[config.mk]
export PLATFORM = sky130hd
export DESIGN_NAME = div_unit_flat
export DESIGN_NICKNAME = d
export VERILOG_FILES = /design/src/rtl/div_unit_pkg.sv /design/src/rtl/div_unit_if.sv /design/src/rtl/div_unit_step.sv /design/src/rtl/div_unit.sv /design/src/flat_wrapper.sv
export SDC_FILE = /design/constraint.sdc
export NUM_CORES = 1
export LEC_CHECK = 0
export ABC_CLOCK_PERIOD_IN_PS = 15900
export BUFFER_PORTS_ARGS = -buffer_cell sky130_fd_sc_hd__buf_2
export CAP_MARGIN = 25
export CORE_ASPECT_RATIO = 0.75
export CORE_MARGIN = 1.5
export CORE_UTILIZATION = 55
export CTS_CLUSTER_SIZE = 16
export DETAILED_ROUTE_END_ITERATION = 6
export GPL_ROUTABILITY_DRIVEN = 0
export PLACE_DENSITY_LB_ADDON = 0.1
export SLEW_MARGIN = 0
export SYNTH_ARGS = -nofsm -noshare
export SYNTH_HDL_FRONTEND = slang
export SYNTH_SLANG_ARGS = --single-unit
[constraint.sdc]
create_clock -name clk -period 15.9 [get_ports clk]
set_input_delay 1.59 -clock clk [delete_from_list [all_inputs] [get_ports clk]]
set_output_delay 1.59 -clock clk [all_outputs]
set_load 0.01 [all_outputs]
[src/rtl/div_unit_pkg.sv]
// Shared definitions for the iterative divider: FSM states, delay counter
// width and the iteration counter width rule.
package div_unit_pkg;

    localparam int DLY_W = 32;

    typedef enum logic [1:0] {
        DIV_IDLE,
        DIV_WAIT,
        DIV_CALC,
        DIV_FIX
    } div_state_t;

    function automatic int div_cnt_w(input int data_w);
        return $clog2(data_w + 1);
    endfunction

endpackage

[src/rtl/div_unit_if.sv]
// Operand/config/result bundle of the divider functional unit.
interface div_unit_if
    import div_unit_pkg::*;
#(
    parameter int DATA_W = 32
);
    logic              run;
    logic [DATA_W-1:0] in0;
    logic [DATA_W-1:0] in1;
    logic              sign_en;
    logic [DLY_W-1:0]  delay0;
    logic [DATA_W-1:0] out0;
    logic [DATA_W-1:0] out1;
    logic              busy;
    logic              done;

    modport master (
        output run, in0, in1, sign_en, delay0,
        input  out0, out1, busy, done
    );

    modport slave (
        input  run, in0, in1, sign_en, delay0,
        output out0, out1, busy, done
    );
endinterface

[src/rtl/div_unit_step.sv]
// One radix-2 restoring division step: shift in a dividend bit, subtract the
// divisor magnitude and keep the difference when it is non-negative.
module div_unit_step #(
    parameter int DATA_W = 32
) (
    input  logic [DATA_W-1:0] rem_in,
    input  logic              dvd_bit,
    input  logic [DATA_W-1:0] dvsr,
    output logic [DATA_W-1:0] rem_out,
    output logic              q_bit
);
    // rem_in < dvsr always holds, so the shifted value needs one extra bit
    logic [DATA_W:0] shifted;

    assign shifted = {rem_in, dvd_bit};
    assign q_bit   = (shifted >= {1'b0, dvsr});
    assign rem_out = q_bit ? DATA_W'(shifted - {1'b0, dvsr}) : shifted[DATA_W-1:0];
endmodule

[src/rtl/div_unit.sv]
// Iterative integer divider: optional capture delay, DATA_W restoring steps,
// then a sign fix-up cycle that writes quotient/remainder and pulses done.
module div_unit
    import div_unit_pkg::*;
#(
    parameter int DATA_W = 32
) (
    input logic       clk,
    input logic       rst,
    div_unit_if.slave bus
);
    localparam int CNT_W = div_cnt_w(DATA_W);

    div_state_t        state_q, state_d;
    logic [DLY_W-1:0]  dly_q, dly_d;
    logic [CNT_W-1:0]  it_q, it_d;
    logic [DATA_W-1:0] rem_q, rem_d;
    logic [DATA_W-1:0] dvd_q, dvd_d;
    logic [DATA_W-1:0] dvsr_q, dvsr_d;
    logic [DATA_W-1:0] out0_q, out0_d;
    logic [DATA_W-1:0] out1_q, out1_d;
    logic              sgn_q, sgn_d;
    logic              neg_quo_q, neg_quo_d;
    logic              neg_rem_q, neg_rem_d;
    logic              dz_q, dz_d;
    logic              done_q, done_d;

    logic [DATA_W-1:0] step_rem;
    logic              step_q;
    logic              cap_sgn, a_neg, b_neg;
    logic [DATA_W-1:0] a_mag, b_mag;

    div_unit_step #(.DATA_W(DATA_W)) u_step (
        .rem_in  (rem_q),
        .dvd_bit (dvd_q[DATA_W-1]),
        .dvsr    (dvsr_q),
        .rem_out (step_rem),
        .q_bit   (step_q)
    );

    // With no delay the operands are captured on the run edge itself, so the
    // live sign_en applies; otherwise the value latched at run is used.
    assign cap_sgn = (state_q == DIV_IDLE) ? bus.sign_en : sgn_q;
    assign a_neg   = cap_sgn & bus.in0[DATA_W-1];
    assign b_neg   = cap_sgn & bus.in1[DATA_W-1];
    assign a_mag   = a_neg ? -bus.in0 : bus.in0;
    assign b_mag   = b_neg ? -bus.in1 : bus.in1;

    // NOTE: every signal assigned here gets a default first so no latch is inferred.
    always_comb begin
        state_d   = state_q;
        dly_d     = dly_q;
        it_d      = it_q;
        rem_d     = rem_q;
        dvd_d     = dvd_q;
        dvsr_d    = dvsr_q;
        out0_d    = out0_q;
        out1_d    = out1_q;
        sgn_d     = sgn_q;
        neg_quo_d = neg_quo_q;
        neg_rem_d = neg_rem_q;
        dz_d      = dz_q;
        done_d    = 1'b0;

        case (state_q)
            DIV_IDLE: begin
                if (bus.run && !done_q) begin
                    sgn_d = bus.sign_en;
                    if (bus.delay0 == '0) begin
                        state_d = DIV_CALC;
                    end else begin
                        dly_d   = bus.delay0;
                        state_d = DIV_WAIT;
                    end
                end
            end
            DIV_WAIT: begin
                dly_d = dly_q - DLY_W'(1);
                if (dly_q == DLY_W'(1)) state_d = DIV_CALC;
            end
            DIV_CALC: begin
                rem_d = step_rem;
                dvd_d = {dvd_q[DATA_W-2:0], step_q};
                it_d  = it_q - CNT_W'(1);
                if (it_q == CNT_W'(1)) state_d = DIV_FIX;
            end
            DIV_FIX: begin
                out0_d  = dz_q ? '1 : (neg_quo_q ? -dvd_q : dvd_q);
                out1_d  = neg_rem_q ? -rem_q : rem_q;
                done_d  = 1'b1;
                state_d = DIV_IDLE;
            end
            default: state_d = DIV_IDLE;
        endcase

        // Operand capture happens on whichever edge enters CALC.
        if (state_d == DIV_CALC && state_q != DIV_CALC) begin
            rem_d     = '0;
            dvd_d     = a_mag;
            dvsr_d    = b_mag;
            neg_quo_d = a_neg ^ b_neg;
            neg_rem_d = a_neg;
            dz_d      = (bus.in1 == '0);
            it_d      = CNT_W'(DATA_W);
        end
    end

    // NOTE: state registers use non-blocking assignments so all flops update together.
    always_ff @(posedge clk or posedge rst) begin
        if (rst) begin
            state_q   <= DIV_IDLE;
            dly_q     <= '0;
            it_q      <= '0;
            rem_q     <= '0;
            dvd_q     <= '0;
            dvsr_q    <= '0;
            out0_q    <= '0;
            out1_q    <= '0;
            sgn_q     <= 1'b0;
            neg_quo_q <= 1'b0;
            neg_rem_q <= 1'b0;
            dz_q      <= 1'b0;
            done_q    <= 1'b0;
        end else begin
            state_q   <= state_d;
            dly_q     <= dly_d;
            it_q      <= it_d;
            rem_q     <= rem_d;
            dvd_q     <= dvd_d;
            dvsr_q    <= dvsr_d;
            out0_q    <= out0_d;
            out1_q    <= out1_d;
            sgn_q     <= sgn_d;
            neg_quo_q <= neg_quo_d;
            neg_rem_q <= neg_rem_d;
            dz_q      <= dz_d;
            done_q    <= done_d;
        end
    end

    assign bus.out0 = out0_q;
    assign bus.out1 = out1_q;
    assign bus.done = done_q;
    assign bus.busy = (state_q != DIV_IDLE) | done_q;
endmodule

[src/flat_wrapper.sv]
// flat-port wrapper written by rule: the top's interface ports become plain ports
module div_unit_flat import div_unit_pkg::*;
#(
    parameter int DATA_W = 32
)
  (clk, rst, bus_run, bus_in0, bus_in1, bus_sign_en, bus_delay0, bus_out0, bus_out1, bus_busy, bus_done);
  div_unit_if #(.DATA_W(DATA_W)) bus_i ();
  input logic clk;
  input logic rst;
  input wire logic [$bits(bus_i.run)-1:0] bus_run;
  input wire logic [$bits(bus_i.in0)-1:0] bus_in0;
  input wire logic [$bits(bus_i.in1)-1:0] bus_in1;
  input wire logic [$bits(bus_i.sign_en)-1:0] bus_sign_en;
  input wire logic [$bits(bus_i.delay0)-1:0] bus_delay0;
  output wire logic [$bits(bus_i.out0)-1:0] bus_out0;
  output wire logic [$bits(bus_i.out1)-1:0] bus_out1;
  output wire logic [$bits(bus_i.busy)-1:0] bus_busy;
  output wire logic [$bits(bus_i.done)-1:0] bus_done;
  assign bus_i.run = bus_run;
  assign bus_i.in0 = bus_in0;
  assign bus_i.in1 = bus_in1;
  assign bus_i.sign_en = bus_sign_en;
  assign bus_i.delay0 = bus_delay0;
  assign bus_out0 = bus_i.out0;
  assign bus_out1 = bus_i.out1;
  assign bus_busy = bus_i.busy;
  assign bus_done = bus_i.done;
  div_unit #(.DATA_W(DATA_W)) u_core (.clk(clk), .rst(rst), .bus(bus_i));
endmodule
==> out/metrics.cfg, run 1 <==
[layout]
fill_cells=2017
drive_gt1_share_pct=14.7
fin_area_um2=14900
areaGrowthSynthToFinish_pct=13.2
nets=1816

[setup_path]
r2r_slack_ns=11.95
ff2ff_path_depth=10
crit_chain=buf_2, nor4_1, nand4_1, nor2_1, a21oi_1, o22a_2, buf_4, inv_2, nand2_1, buf_16, o41ai_1
path_delay_family=simple AND/OR/NAND/NOR gates
critical-path-max-stage-delay_ns=0.57
worstPathArrival_ns=4.71
cp_slowest_cell=nor4_1
required_ns=16.30
worst-path-stages=11
end_kind=flop
startpoint=bus_delay0[15]
cp_max_fo=53
crit_path_end=u_core.dz_q
reg2reg_from=u_core.dly_q[8]
startpoint_type=input port
worst-setup-path-type=in2reg
timing.rr.end=u_core.dz_q
crit_buf_inv=4

[place]
port_buffers=165
dp_hpwl_um=25600
placed_area_um2=14100

[routing]
via_count=11916
drtIter0Drc=976
vias_per_cell=5.99
drc=0
wirelength_um=35100
drt_pass1_iterations=6
detail-route-antenna-nets=0
wl_per_cell_um=17.6

[floorplan]
ios=166
initial_core_util_pct=56.6
dieWidth_um=182
dieArea_um2=24900
floorplan.core_area_um2=23200
fp.dieH_um=137
rows=48

[clock_network]
cts-htree-levels=1
clk_latency_ns=0.52
cts.hold.buffers_added=0
clock_sinks=205
clk_path_buf_depth=3
clock-root-buffer=clkbuf_16
cts.reportedPaths.clkPinSlew_ns=0.06
cts_tree=yes
numCtsBuffers=23
cts_setup_buffers=0
cts_resized=0

[synth]
synthCells=1551
netlist_area_um2=13200
syn_nets=1692
syn_avg_cell_area_um2=8.49
synth_edf_count=0
synth_area_leaders=dfrtp_1, o21ai_0, xor2_1, nand2_1, a21oi_1
ys_seq_area_share_pct=39.0
ys_types=78
synth_warnings=0
ys.flop_type=dfrtp_1
async_reset_ff_share_pct=100
netlist.area_leader.share_pct=39.0
synth-seq-cells=205
synth_top_area_cell=dfrtp_1

[global_route]
met3_usage_pct=5.19
grt_pass1_vias=10686
grt_pass1_wl_um=56600
gr-total-overflow=0
grt_use_met2_pct=38.0
busiest_layer=met1
track_usage_pct=28.3
grt_max_degree=143
met1_usage_pct=46.3
antenna_found_initial=3

[worst_hold_path]
min_path_type=reg2reg

[sta]
rsz0062_at_grt=false
hold_ws_ns=0.472
tightestPinTransition_ns=1.07
setup_violations=0
fin_crit_sh_pct=27.1
setup_tns_ns=0
hold_viol=0
slew_violations=0
fmax_mhz=232
finalClockSkew_ns=0.0213
min_period_ns=4.31
slew-limit-headroom_pct=28.0

[power_and_ir_drop]
total_power_w=0.00204
power_per_cell_area_nw_per_um2=137
ir_drop_uv=75.8
leakage_nw=6.47

[outcome]
status=completed

[run]
maxCapViolCount=0

[cells in the mapped netlist (all sizes together), types with 6 or more instances]
master and n:
a21o 7, a21oi 123, a22oi 17, a31oi 7, a32oi 7, and2 11
and3 6, buf 19, clkbuf 58, dfrtp 205, ha 40, inv 67
mux2i 31, nand2 198, nand2b 7, nand3 32, nand4 12, nor2 100
nor2b 7, nor3 43, nor4 20, o211ai 6, o21ai 202, o22a 10
o22ai 28, o31ai 26, o41ai 16, or3 19, or4 10, xnor2 62
xor2 90
[logic make-up (layout without fill, tap and decap cells)]
logic type	Yosys count	after routing	synth area share, %
xor+xnor	152	152	10.1
other cells	0	1	0
simple gates	486	486	17.6
compound gates	487	487	22.1
flops	205	205	39.0
fa+ha+maj	41	41	3.95
mux	35	35	2.70
buf+inv	145	281	4.55
[sequential cells by signal (all words and copies together), names as in the netlist, 2 cells and up]
name / count
u_core.bus.out0: 32
u_core.bus.out1: 32
u_core.dly_q: 32
u_core.dvd_q: 32
u_core.dvsr_q: 32
u_core.rem_q: 32
u_core.it_q: 6
u_core.state_q: 2
[where the power goes]
group | internal [W] | total (W) | switching, W
registers | 0.000607 | 0.000766 | 0.000159
clock network | 0.000298 | 0.000509 | 0.000211
logic | 0.000331 | 0.000766 | 0.000435
total | 0.00124 | 0.00204 | 0.000805
[layout make-up]
class / instances / area, um2 / share of cell area [%]
diodes: 1 / 2.50 / 0.0168
inverters: 67 / 259 / 1.74
multi-input cells: 1201 / 7460 / 50.1
well taps: 300 / 375 / 2.52
repair buffers: 177 / 968 / 6.50
flip-flops and latches: 205 / 5130 / 34.4
clock buffers: 30 / 642 / 4.31
clock inverters: 7 / 62.6 / 0.420
[worst min-delay path by stage]
| stage | cells after the start | to | start |
|---|---|---|---|
| 2_1_floorplan | 2 | u_core.dvsr_q[17] | u_core.dvsr_q[17] |
| 3_3_place_gp | 2 | u_core.bus.out1[13] | u_core.bus.out1[13] |
| 3_5_place_dp | 2 | u_core.bus.out1[13] | u_core.bus.out1[13] |
| 4_1_cts | 2 | u_core.bus.out1[13] | u_core.bus.out1[13] |
| 5_1_grt | 1 | u_core.it_q[5] | u_core.it_q[5] |
| 6_report | 2 | u_core.bus.out1[13] | u_core.bus.out1[13] |
[layer usage]
layer / vias to the layer above / wire [um]
met5: - / 25
met4: 4 / 415
met3: 42 / 3010
met2: 475 / 13600
met1: 5594 / 18000
li1: 5801 / -
[placed cells by master, fill, tap and decap left out, types with 30 or more instances in the layout]
cell type  instances
dfrtp_1          205
o21ai_0          199
nand2_1          197
buf_2            165
a21oi_1          123
nor2_1            98
xor2_1            90
inv_1             65
xnor2_1           62
nor3_1            42
ha_1              40
mux2i_1           31
nand3_1           30
[worst min-delay path, delay by kind of cell, from the launching register on]
kind,cells,cell delay (ns)
flip-flops,1,0.34
AO/OA/AOI/OAI,1,0.06
AND/OR/NAND/NOR,1,0.04
[metrics by stage]
stage	setup WS, ns	instances	utilization, %
after detailed placement	10.75	1947	60.7
after CTS	11.28	1984	63.8
after global placement	10.93	1947	60.7
final	11.59	1988	64.1
after floorplan	8.71	1551	-
after global routing	11.36	1987	64.1
Note: power is estimated with default switching activity, not from simulation.
==> inputs of run 2 (changes only) <==
--- a/config.mk
+++ b/config.mk
@@ -5,7 +5,7 @@
 export SDC_FILE = /design/constraint.sdc
 export NUM_CORES = 1
 export LEC_CHECK = 0
-export ABC_CLOCK_PERIOD_IN_PS = 15900
+export ABC_CLOCK_PERIOD_IN_PS = 4300
 export BUFFER_PORTS_ARGS = -buffer_cell sky130_fd_sc_hd__buf_2
 export CAP_MARGIN = 25
 export CORE_ASPECT_RATIO = 0.75
==> constraint.sdc (replaced) <==
create_clock -name clk -period 4.3 [get_ports clk]
set_input_delay 0.43 -clock clk [delete_from_list [all_inputs] [get_ports clk]]
set_output_delay 0.43 -clock clk [all_outputs]
set_load 0.01 [all_outputs]
==> out/metrics.cfg, run 2 (synthesis results as in run 1) <==
[outcome]
status=completed

[routing]
drtIter0Drc=1090  ; +12%
detail-route-antenna-nets=0  ; unchanged
wl_per_cell_um=17.8  ; +0.76%
drt_pass1_iterations=5  ; -1
drc=0  ; unchanged
wl_met1_um=18000  ; +0.12%
wl_met3_um=3190  ; +6.1%
wirelength_um=35500  ; +1.4%
via_count=12004  ; +0.74%
dr_wl_met2_um=13900  ; +1.8%
vias_per_cell=6.00  ; +0.13%
routed.top_layer=met5

[floorplan]
rows=48  ; unchanged
ios=166  ; unchanged
dieWidth_um=182  ; unchanged
fp.dieH_um=137  ; unchanged
floorplan.core_area_um2=23200  ; unchanged
initial_core_util_pct=56.6  ; unchanged
dieArea_um2=24900  ; unchanged

[sta]
tightestPinTransition_ns=1.06  ; -0.0154 ns
min_period_ns=3.53
hold_viol=0  ; unchanged
finalClockSkew_ns=0.0171  ; -0.00423 ns
fin_crit_sh_pct=82.1
setup_violations=0  ; unchanged
hold_ws_ns=0.196  ; -0.275 ns
fmax_mhz=283
rsz0062_at_grt=false
setup_tns_ns=0  ; unchanged
worst_slack_ns=0.772  ; -10.82 ns
slew_violations=0  ; unchanged
slew-limit-headroom_pct=29.0  ; +1.0 points

[global_route]
grt_max_degree=185  ; +29%
antenna_found_initial=6  ; +3
grt_pass1_wl_um=57200  ; +1.1%
track_usage_pct=28.6  ; +0.32 points
gr-total-overflow=0  ; unchanged
grt_pass1_vias=10732  ; +0.43%

[setup_path]
ff2ff_path_depth=10  ; unchanged
timing.rr.end=u_core.rem_q[11]
crit_path_end=u_core.rem_q[11]
startpoint_type=flop
reg2reg_from=u_core.rem_q[11]
worst-setup-path-type=reg2reg
worstPathArrival_ns=3.90  ; -0.81 ns
end_kind=flop
required_ns=4.68  ; -11.62 ns
startpoint=u_core.rem_q[11]
r2r_slack_ns=0.77  ; -11.18 ns
cp_max_fo=22  ; -58%

[layout]
final_common_cell=dfrtp_1
fill_cells=2031  ; +0.69%
drive_gt1_share_pct=15.1  ; +0.39 points
mostFrequentLayoutCells=dfrtp_1, o21ai_0, nand2_1
fin_util_pct=64.3  ; +0.23 points
nets=1821  ; +0.28%
seqCellArea_um2=5130  ; unchanged
multi_input_area_um2=7460  ; unchanged
stdcell_count=2000  ; +0.60%
areaGrowthSynthToFinish_pct=13.6

[clock_network]
clock-root-buffer=clkbuf_16
clk_path_buf_depth=3  ; unchanged
numCtsBuffers=22  ; -4.3%
clock_sinks=205  ; unchanged
cts.reportedPaths.clkPinSlew_ns=0.06  ; about the same
clk_latency_ns=0.52  ; about the same
cts_resized=0  ; unchanged
cts-htree-levels=1  ; unchanged
cts_tree=yes

[place]
dp_cells=1955  ; +0.41%
port_buffers=165  ; unchanged
dp_hpwl_um=26100  ; +2.1%
pre_cts_slack_ns=0.807  ; -9.94 ns

[run]
maxCapViolCount=0  ; unchanged

[worst_hold_path]
min_path_type=in2reg

[power_and_ir_drop]
ir_drop_uv=269  ; +250%
power_per_cell_area_nw_per_um2=505  ; +270%
pwr-share-seq_pct=37.4  ; about the same
p_int_w=0.00453  ; +270%
switching_share_pct=40.0  ; +0.51 points
leakage_nw=6.49  ; +0.29%
p_switching_w=0.00302  ; +270%
combinationalPowerShare_pct=37.9  ; +0.4 points
power_frac_clock_pct=24.7  ; -0.2 points

run 2: changes by cell type in the layout (fill, tap and decap cells not counted), sizes merged:
cell / before / now
clkinv: 5 / 6
buf: 177 / 182
inv: 67 / 66
diode: 1 / 4
dlygate4sd3: 0 / 1
clkinvlp: 1 / 3
clkbuf: 30 / 32
bufinv: 1 / 0
run 2: what timing repair did:
| item | 4_1_cts | 5_1_grt |
|---|---|---|
| hold endpoints to repair | 21 | 0 |
| setup buffers | 0 | 0 |
| hold buffers | 1 | 0 |
run 2: layer usage:
layer / track usage [%] / up-vias
li1: - / 5804
met1: 46.1 / 5669
met2: 39.7 / 488
met3: 5.32 / 39
met4: 4.12 / 4
met5: 0 / -
run 2: per-stage QoR:
| stage | total power (W) | instance area, um2 |
|---|---|---|
| 6_report | 0.00755 | 15000 |
| 5_1_grt | 0.00803 | 14900 |
| 4_1_cts | 0.00750 | 14900 |
| 3_3_place_gp | 0.00556 | 14200 |
| 2_1_floorplan | 0.00480 | 13200 |
| 3_5_place_dp | 0.00562 | 14200 |
run 2: how the worst min path moves through the flow:
stage / startpoint / to / cells after the start
final: bus_sign_en / u_core.sgn_q / 2
after global routing: bus_sign_en / u_core.sgn_q / 2
after CTS: bus_sign_en / u_core.sgn_q / 2
after detailed placement: u_core.bus.out1[15] / u_core.bus.out1[15] / 2
after global placement: u_core.bus.out1[9] / u_core.bus.out1[9] / 2
after floorplan: u_core.dvsr_q[17] / u_core.dvsr_q[17] / 2
run 2: area by class of cell:
class | count | area share [%]
Antenna cell | 4 | 0.0670
Clock buffer | 32 | 4.40
Clock inverter | 8 | 0.377
Inverter | 67 | 1.71
Multi-Input combinational cell | 1201 | 49.9
Sequential cell | 205 | 34.3
Tap cell | 300 | 2.51
Timing Repair Buffer | 183 | 6.75
run 2: power groups by stage:
stage / combinational [W] / sequential, W / clock (W)
2_1_floorplan: 0.00219 / 0.00261 / 0
3_3_place_gp: 0.00274 / 0.00281 / 0
3_5_place_dp: 0.00280 / 0.00283 / 0
4_1_cts: 0.00281 / 0.00279 / 0.00190
5_1_grt: 0.00319 / 0.00287 / 0.00197
6_report: 0.00286 / 0.00282 / 0.00187
run 2: worst max-delay path, cell delays in order, from the launching register on:
cell and delay, ns:
dfrtp_1 0.48, ha_1 0.41, a21oi_1 0.31, o21ai_0 0.20, a211o_1 0.26, a21oi_1 0.27, a21oi_1 0.19, a31oi_4 0.48
buf_4 0.43, mux2i_1 0.24, o21ai_0 0.10
==> inputs of run 3 (changes only) <==
--- a/config.mk
+++ b/config.mk
@@ -5,7 +5,8 @@
 export SDC_FILE = /design/constraint.sdc
 export NUM_CORES = 1
 export LEC_CHECK = 0
-export ABC_CLOCK_PERIOD_IN_PS = 4300
+export ABC_AREA = 1
+export ABC_CLOCK_PERIOD_IN_PS = 3320
 export BUFFER_PORTS_ARGS = -buffer_cell sky130_fd_sc_hd__buf_2
 export CAP_MARGIN = 25
 export CORE_ASPECT_RATIO = 0.75
==> constraint.sdc (replaced) <==
create_clock -name clk -period 3.32 [get_ports clk]
set_input_delay 0.332 -clock clk [delete_from_list [all_inputs] [get_ports clk]]
set_output_delay 0.332 -clock clk [all_outputs]
set_load 0.01 [all_outputs]
==> out/metrics.cfg, run 3 <==
[outcome]
status=complete, but fails checks
violations=hold timing

[setup_path]
critical-path-max-stage-delay_ns=0.79  ; +0.31 ns
worst-setup-path-type=reg2reg
cp_slowest_cell=dfrtp_1
worstPathArrival_ns=3.09  ; -0.81 ns
end_kind=flop
ff2ff_path_depth=9  ; -1
startpoint_type=flop
crit_buf_inv=2  ; +1
required_ns=3.76  ; -0.92 ns
r2r_slack_ns=0.68  ; -0.09 ns
cp_max_fo=51  ; +130%
cpMostUsedCell=nand2_1
reg2reg_from=u_core.state_q[0]
path_delay_family=simple AND/OR/NAND/NOR gates
crit_chain=inv_2, nor2_2, nand2_1, nand2_2, nand2_4, nand3_4, buf_4, nand2_1, nand2_1
timing.rr.end=u_core.dvsr_q[20]

[global_route]
busiest_layer=met1
grt_max_degree=120  ; -35%
gr-total-overflow=0  ; unchanged
met3_usage_pct=9.07  ; +3.7 points
met1_usage_pct=48.0  ; +1.8 points
grt_pass1_vias=14566  ; +36%
grt_use_met2_pct=45.7  ; +6.0 points
track_usage_pct=32.3  ; +3.8 points
antenna_found_initial=4  ; -2
grt_pass1_wl_um=75300  ; +32%

[sta]
setup_violations=0  ; unchanged
rsz0062_at_grt=false
hold_ws_ns=-0.0180  ; -0.214 ns
slew-limit-headroom_pct=51.5  ; +22 points
min_period_ns=2.64  ; -0.885 ns
fmax_mhz=378  ; +33%
fin_crit_sh_pct=79.6  ; -2.4 points
finalClockSkew_ns=0.0282  ; +0.0111 ns
slew_violations=0  ; unchanged
hold_viol=6  ; +6
setup_tns_ns=0  ; unchanged
tightestPinTransition_ns=0.726  ; -0.331 ns

[synth]
netlist_area_um2=15500  ; +17%
netlist.area_leader.share_pct=33.2  ; -5.8 points
synth_commonest_cells=nand2_1, inv_1, nor2_1
synth_area_leaders=dfrtp_1, nand2_1, inv_1, nor2_1, nand3_1
synth_top_area_cell=dfrtp_1
synth-seq-cells=205  ; unchanged
async_reset_ff_share_pct=100  ; unchanged
synthCells=2376  ; +53%
synth_edf_count=0  ; unchanged
syn_avg_cell_area_um2=6.50  ; -23%
synth_warnings=0  ; unchanged
yosysMostFrequentCell=nand2_1
ys_types=52  ; -33%
ys.flop_type=dfrtp_1
ys_seq_area_share_pct=33.2  ; -5.8 points
syn_nets=2517  ; +49%

[routing]
vias_per_cell=5.59  ; -6.8%
via_count=16138  ; +34%
wirelength_um=47000  ; +32%
drc=0  ; unchanged
wl_per_cell_um=16.3  ; -8.5%
drtIter0Drc=1532  ; +41%
drt_pass1_iterations=5  ; unchanged
detail-route-antenna-nets=0  ; unchanged

[clock_network]
clock_sinks=205  ; unchanged
clock-root-buffer=clkbuf_16
clk_path_buf_depth=3  ; unchanged
cts_resized=0  ; unchanged
cts_setup_buffers=0  ; unchanged
cts_tree=yes
cts.hold.buffers_added=0  ; -1
cts-htree-levels=1  ; unchanged
cts.reportedPaths.clkPinSlew_ns=0.06  ; about the same
clk_latency_ns=0.52  ; about the same
numCtsBuffers=23  ; +4.5%

[floorplan]
fp.dieH_um=148  ; +8.2%
initial_core_util_pct=56.5  ; -0.090 points
dieArea_um2=29100  ; +17%
ios=166  ; unchanged
floorplan.core_area_um2=27300  ; +18%
rows=52  ; +8.3%
dieWidth_um=197  ; +8.2%

[place]
port_buffers=165  ; unchanged
dp_hpwl_um=36400  ; +39%
placed_area_um2=16600  ; +16%

[layout]
areaGrowthSynthToFinish_pct=11.9
drive_gt1_share_pct=10.8  ; -4.3 points
final_common_cell=nand2_1
mostFrequentLayoutCells=nand2_1, inv_1, nor2_1
fin_area_um2=17300  ; +16%
nets=2657  ; +46%

[worst_hold_path]
min_path_type=in2async

[power_and_ir_drop]
ir_drop_uv=295  ; +9.5%
leakage_nw=8.61  ; +33%
total_power_w=0.00532  ; -30%
power_per_cell_area_nw_per_um2=308  ; -39%

[run]
maxCapViolCount=0  ; unchanged

## run 3: cell count changes in the layout (fill, tap and decap cells not counted), moves of 58 or more
cell	delta
nand2_1	+476
inv_1	+249
nor2_1	+210
nand3_1	+161
o21ai_0	-76
a21oi_1	-58
## run 3: worst max path at each step
stage | startpoint | to | slack [ns] | cells past startpoint
3_5_place_dp | u_core.state_q[0] | u_core.dvsr_q[20] | 0.76 | 9
6_report | u_core.state_q[0] | u_core.dvsr_q[20] | 0.68 | 9
5_1_grt | u_core.state_q[0] | u_core.dvsr_q[10] | 0.46 | 9
3_3_place_gp | bus_delay0[19] | u_core.dvd_q[20] | 0.77 | 13
4_1_cts | u_core.state_q[0] | u_core.dvsr_q[20] | 0.72 | 9
2_1_floorplan | rst | u_core.bus.done | 0.33 | 1
## run 3: stage by stage
stage | hold WS [ns] | instances | setup WS [ns] | util, %
6_report | -0.0180 | 2886 | 0.677 | 63.3
5_1_grt | 0.0480 | 2884 | 0.459 | 63.3
4_1_cts | 0.00974 | 2883 | 0.720 | 63.3
3_5_place_dp | 0.460 | 2842 | 0.758 | 60.6
3_3_place_gp | 0.457 | 2842 | 0.772 | 60.6
2_1_floorplan | 0.449 | 2376 | 0.330 | -
## run 3: logic make-up (layout without fill, tap and decap cells)
logic type	Yosys count	in the layout	synth area share, %
compound gates	345	345	12.7
xor+xnor	99	99	5.61
fa+ha+maj	41	41	3.37
buf+inv	400	556	10.4
flops	205	205	33.2
other cells	0	3	0
simple gates	1286	1286	34.8
## run 3: cell type report
cell class              instances  area, um2
well taps                     351        439
multi-input cells            1771       8740
clock buffers                  34        667
clock inverters                 7       66.3
diodes                          3       7.51
fillers                      2593      10000
flip-flops and latches        205       5130
repair buffers                186       1010
inverters                     329       1240
## run 3: tightest hold or removal path: stages
cell,delay [ns]
buf_2,0.11
clkinvlp_4,0.09
buf_12,0.44
## run 3: per-layer routing
| metal | share of wire (%) | routed length (um) |
|---|---|---|
| met5 | 0.028 | 13 |
| met4 | 2.5 | 1190 |
| met3 | 12 | 5640 |
| met2 | 40 | 18700 |
| met1 | 46 | 21400 |
## run 3: report_power, final
part / internal (W) / switching, W
Sequential: 0.00250 / 0.00000687
Clock: 0.00147 / 0.00106
Combinational: 0.0000923 / 0.000196
Total: 0.00406 / 0.00126
